### config.mk
export PLATFORM = sky130hd
export DESIGN_NAME = serial_logic_unit
export DESIGN_NICKNAME = d
export VERILOG_FILES = /design/src/rtl/serial_logic_unit.sv
export SDC_FILE = /design/constraint.sdc
export NUM_CORES = 1
export LEC_CHECK = 0
export ABC_AREA = 1
export BUFFER_PORTS_ARGS = -buffer_cell sky130_fd_sc_hd__buf_4
export CORE_MARGIN = 2
export CORE_UTILIZATION = 49
export CTS_CLUSTER_SIZE = 16
export DETAILED_ROUTE_END_ITERATION = 8
export GPL_TIMING_DRIVEN = 0
export PLACE_DENSITY = 0.8
export SYNTH_ARGS = -nofsm -noshare
export SYNTH_HDL_FRONTEND = slang
export SYNTH_SLANG_ARGS = --single-unit
### constraint.sdc
create_clock -name clk -period 1.22 [get_ports clk]
set_input_delay 0.061 -clock clk [delete_from_list [all_inputs] [get_ports clk]]
set_output_delay 0.061 -clock clk [all_outputs]
set_load 0.005 [all_outputs]
### src/rtl/serial_logic_unit.sv
// Serial bitwise logic unit: WIDTH-bit operands processed SLICE bits per clock, LSB slice first.
// Optional LOGIC_FLAGS_EN adds registered zero_flag / ones_flag outputs alongside result.
module serial_logic_unit #(
    parameter int unsigned WIDTH = 8,
    parameter int unsigned SLICE = 1
) (
    input  logic             clk,
    input  logic             rst_n,
    input  logic             in_valid,
    output logic             in_ready,
    input  logic [2:0]       op,
    input  logic [WIDTH-1:0] a,
    input  logic [WIDTH-1:0] b,
    output logic             out_valid,
    input  logic             out_ready,
`ifdef LOGIC_FLAGS_EN
    output logic             zero_flag,
    output logic             ones_flag,
`endif
    output logic [WIDTH-1:0] result
);

    localparam int unsigned N     = WIDTH / SLICE;
    localparam int unsigned CNT_W = (N > 1) ? $clog2(N) : 1;
    localparam logic [CNT_W-1:0] LAST = CNT_W'(N - 1);

    localparam logic [2:0] OP_AND  = 3'b000;
    localparam logic [2:0] OP_OR   = 3'b001;
    localparam logic [2:0] OP_NOR  = 3'b010;
    localparam logic [2:0] OP_NAND = 3'b011;
    localparam logic [2:0] OP_XOR  = 3'b100;
    localparam logic [2:0] OP_XNOR = 3'b101;
    localparam logic [2:0] OP_NOTA = 3'b110;

    typedef enum logic [1:0] {
        S_IDLE = 2'd0,
        S_RUN  = 2'd1,
        S_DONE = 2'd2
    } state_e;

    state_e             state_q, state_d;
    logic [WIDTH-1:0]   a_q, a_d;
    logic [WIDTH-1:0]   b_q, b_d;
    logic [2:0]         op_q, op_d;
    logic [WIDTH-1:0]   acc_q, acc_d;
    logic [CNT_W-1:0]   cnt_q, cnt_d;
    logic [WIDTH-1:0]   result_q, result_d;
    logic               zero_q, zero_d;
    logic               ones_q, ones_d;

    logic [SLICE-1:0]   slice_res;
    logic [WIDTH-1:0]   acc_next;

    // One slice of the selected bitwise operation; anything unlisted is PASS a.
    function automatic logic [SLICE-1:0] slice_op(
        input logic [2:0]       f,
        input logic [SLICE-1:0] x,
        input logic [SLICE-1:0] y
    );
        logic [SLICE-1:0] r;
        case (f)
            OP_AND:  r = x & y;
            OP_OR:   r = x | y;
            OP_NOR:  r = ~(x | y);
            OP_NAND: r = ~(x & y);
            OP_XOR:  r = x ^ y;
            OP_XNOR: r = ~(x ^ y);
            OP_NOTA: r = ~x;
            default: r = x;
        endcase
        return r;
    endfunction

    always_comb begin
        slice_res = slice_op(op_q, a_q[SLICE-1:0], b_q[SLICE-1:0]);
        // New slice enters at the top so the first (LSB) slice ends at bit 0 after N shifts.
        acc_next  = (acc_q >> SLICE) | (WIDTH'(slice_res) << (WIDTH - SLICE));
    end

    // Next-state, datapath and handshake decode.
    always_comb begin
        state_d   = state_q;
        a_d       = a_q;
        b_d       = b_q;
        op_d      = op_q;
        acc_d     = acc_q;
        cnt_d     = cnt_q;
        result_d  = result_q;
        zero_d    = zero_q;
        ones_d    = ones_q;
        in_ready  = 1'b0;
        out_valid = 1'b0;

        case (state_q)
            S_IDLE: begin
                in_ready = 1'b1;
            end
            S_RUN: begin
                acc_d = acc_next;
                a_d   = a_q >> SLICE;
                b_d   = b_q >> SLICE;
                cnt_d = cnt_q + CNT_W'(1);
                if (cnt_q == LAST) begin
                    result_d = acc_next;
                    zero_d   = (acc_next == '0);
                    ones_d   = &acc_next;
                    cnt_d    = '0;
                    state_d  = S_DONE;
                end
            end
            S_DONE: begin
                out_valid = 1'b1;
                if (out_ready) begin
                    in_ready = 1'b1;
                    state_d  = S_IDLE;
                end
            end
            default: begin
                state_d = S_IDLE;
            end
        endcase

        // Accept path shared by IDLE and the no-bubble DONE handoff.
        if (in_ready && in_valid) begin
            a_d     = a;
            b_d     = b;
            op_d    = op;
            acc_d   = '0;
            cnt_d   = '0;
            state_d = S_RUN;
        end
    end

    always_ff @(posedge clk or negedge rst_n) begin
        if (!rst_n) begin
            state_q  <= S_IDLE;
            a_q      <= '0;
            b_q      <= '0;
            op_q     <= '0;
            acc_q    <= '0;
            cnt_q    <= '0;
            result_q <= '0;
            zero_q   <= 1'b0;
            ones_q   <= 1'b0;
        end else begin
            state_q  <= state_d;
            a_q      <= a_d;
            b_q      <= b_d;
            op_q     <= op_d;
            acc_q    <= acc_d;
            cnt_q    <= cnt_d;
            result_q <= result_d;
            zero_q   <= zero_d;
            ones_q   <= ones_d;
        end
    end

    assign result = result_q;

`ifdef LOGIC_FLAGS_EN
    assign zero_flag = zero_q;
    assign ones_flag = ones_q;
`else
    logic unused_flags;
    assign unused_flags = zero_q ^ ones_q;
`endif

endmodule

==> flow_summary.json <==
{
  "wl_per_cell_um": 13.44,
  "gp_congestion": 0.7621,
  "track_usage_pct": 21.64,
  "maxCapViolations": 0,
  "critPathMaxFanout": 5,
  "hold_class": "input pin to flip-flop",
  "die_x_um": 65.27,
  "core_area_um2": 3633,
  "worstMarginPinSlew_ns": 0.4835,
  "arrival_ns": 1.47,
  "vias": 1634,
  "cts_buffer_depth": 2,
  "tns_ns": -0.8586,
  "drt_iter0_markers": 62,
  "start_util_pct": 50.62,
  "ys_async_sr_fraction_pct": 100.0,
  "synth_top_area_share_pct": 53.06,
  "outcome": "finished with violations",
  "syn_area_um2": 1839,
  "layout-drive-gt1-share_pct": 38.73,
  "grt_pass1_vias": 1565,
  "path_buf_inv": 3,
  "maxSlewHeadroom_pct": 67.77,
  "antenna_found_initial": 0,
  "first_pass_iters": 4,
  "area_growth_pct": 51.02,
  "diodes": 0,
  "cts_tree": "yes",
  "finClkSkew_ns": 0.004153,
  "cp-start-kind": "flip-flop",
  "grt_pass1_wl_um": 6796,
  "synth-edff-count": 0,
  "fin_cells": 332,
  "ir_drop_uv": 1585,
  "rsz0062_at_grt": "yes",
  "drc": 0,
  "maxSlewViolCount": 0,
  "wl_um": 4462,
  "cts_inserted_buffers": 5,
  "ys_ff_latch": 39,
  "syn_inst": 211,
  "post-place-cells": 291,
  "portBuffers": 32,
  "min_period_ns": 1.287,
  "crit_chain": "ha_4, ha_4, inv_4, nor2_4, inv_4, buf_6, nand2_4, o21ai_4",
  "grt_max_degree": 40,
  "finalSetupViolCount": 24,
  "critPathMaxStageDelay_ns": 0.41,
  "ctsHtreeMaxLevel": 2,
  "fin_hold_ws_ns": -0.01092,
  "cp-end-kind": "flip-flop",
  "rows": 22,
  "synth.avg_cell_area_um2": 8.717,
  "cp.required_ns": 1.41,
  "synth-main-ff-cell": "dfrtp_1",
  "clock.fmax_mhz": 777.2,
  "fin_area_um2": 2778,
  "viasPerCell": 4.922,
  "ant_nets": 0,
  "yosysWarnings": 0,
  "synth.top_cells.by_count": "nand2_1 (51), dfrtp_1 (39), inv_1 (37)",
  "grt_overflow_total": 0,
  "synth.most_common_cell": "nand2_1",
  "final_net_count": 310,
  "fillers": 267,
  "synthesis.nets": 238,
  "hold_viol": 3,
  "synthDistinctLibCells": 24,
  "die_h_um": 65.27,
  "p_leak_uw": 0.001391,
  "critPathTopFamily": "flip-flops",
  "period_share_pct": 105.5,
  "critPathSlowestCell": "dfrtp_1",
  "cts.sinks": 39,
  "synth_area_leaders": "dfrtp_1 (53%), nand2_1 (10%), o21ai_0 (8.4%), inv_1 (7.6%), o21ai_2 (2.9%)",
  "die_area_um2": 4260,
  "place_area_um2": 2155,
  "cts.clk_slew.worst_paths_ns": 0.07,
  "ys_seq_area_share_pct": 53.06,
  "clk_root_buffer_cell": "clkbuf_8",
  "violations": "negative hold slack, negative setup slack",
  "synth_top_area_cell": "dfrtp_1",
  "criticalPathCategory": "flip-flop to flip-flop",
  "power_density_nw_per_um2": 2474,
  "clk_latency_ns": 0.30,
  "dp_hpwl_um": 2407,
  "io_pins": 33,
  "timing.final.ws_setup_ns": -0.06673
}
==> power by group <==
group | switching (µW) | internal, µW | leakage [µW]
Clock | 454 | 516 | 0.0000515
Combinational | 1900 | 1790 | 0.000851
Sequential | 342 | 1880 | 0.000489
==> final cells by class <==
class                           count  area (µm²)  area share (%)
Tap cell                           48       60.06           2.162
Sequential cell                    39       977.2           35.18
Multi-Input combinational cell    124       818.3           29.46
Timing Repair Buffer               65       574.3           20.68
Buffer                              7       83.83           3.018
Inverter                           41       163.9           5.901
Clock buffer                        8       100.1           3.604
==> cells by family (layout without fill, tap and decap cells) <==
kind of cell / after synthesis / after routing / synth area share [%]
AOI/OAI and AO/OA: 54 / 54 / 17.28
DFF: 39 / 39 / 53.06
adders and majority gates: 4 / 4 / 2.721
buffers and inverters: 48 / 121 / 11.43
and+or+nand+nor: 66 / 66 / 15.51
==> what timing repair did <==
action,4_1_cts,5_1_grt
pin swaps,6,11
resized for setup,19,60
endpoints found under the hold margin,50,1
hold buffers,12,1
setup buffers,6,10
cloned,2,2
endpoints found under the setup margin,32,38
==> path summary, 6_finish.rpt <==
| kind | end | slack [ns] | from | cells after the start |
|---|---|---|---|---|
| min in group asynchronous | op_q[2] | 0.26 | rst_n | 2 |
| hold reg to reg | b_q[1] | 0.49 | b_q[1] | 2 |
| max in group asynchronous | state_q[1] | 0.58 | rst_n | 2 |
| setup reg to reg | result[1] | -0.07 | cnt_q[0] | 8 |
| hold / removal | b_q[3] | -0.01 | b[3] | 3 |
| setup / recovery | result[1] | -0.07 | cnt_q[0] | 8 |
==> worst register-to-register path, delay by kind of cell, from the launching register on <==
kind / cells / cell delay [ns]
buffers and inverters: 3 / 0.24
AOI/OAI and AO/OA: 1 / 0.05
DFF: 1 / 0.41
and+or+nand+nor: 2 / 0.17
adders and majority gates: 2 / 0.31
==> sequential cells by signal, summed over array words and instances, names as in the netlist <==
signal	flops
cnt_q	3
acc_q	7
result	8
a_q	8
op_q	3
state_q	2
b_q	8
==> layer usage <==
layer / GRT usage [%] / share of wire [%] / up-vias
met5: 0 / 0 / -
met4: 10.42 / 1.7 / 0
met3: 6.678 / 5.0 / 9
met2: 34.95 / 54 / 42
met1: 26.32 / 39 / 777
li1: - / - / 806
==> placed cells by master (no fill, tap or decap), drive strengths merged, types with 3 or more instances in the layout <==
cell	count
buf	58
nand2	53
o21ai	42
inv	41
dfrtp	39
dlygate4sd3	13
clkbuf	9
nand3	9
o21a	6
ha	4
nor2	3
==> through the flow <==
step                total power (µW)  setup slack [ns]  utilization, %
finish                          6873          -0.06673           76.45
global route                    7447           -0.1228           76.45
global placement                4538           -0.1237           59.30
floorplan                       3935          0.004725               -
CTS                             5952          -0.07592           69.35
detailed placement              4642           -0.1168           59.30
Note: power is estimated with default switching activity, not from simulation.
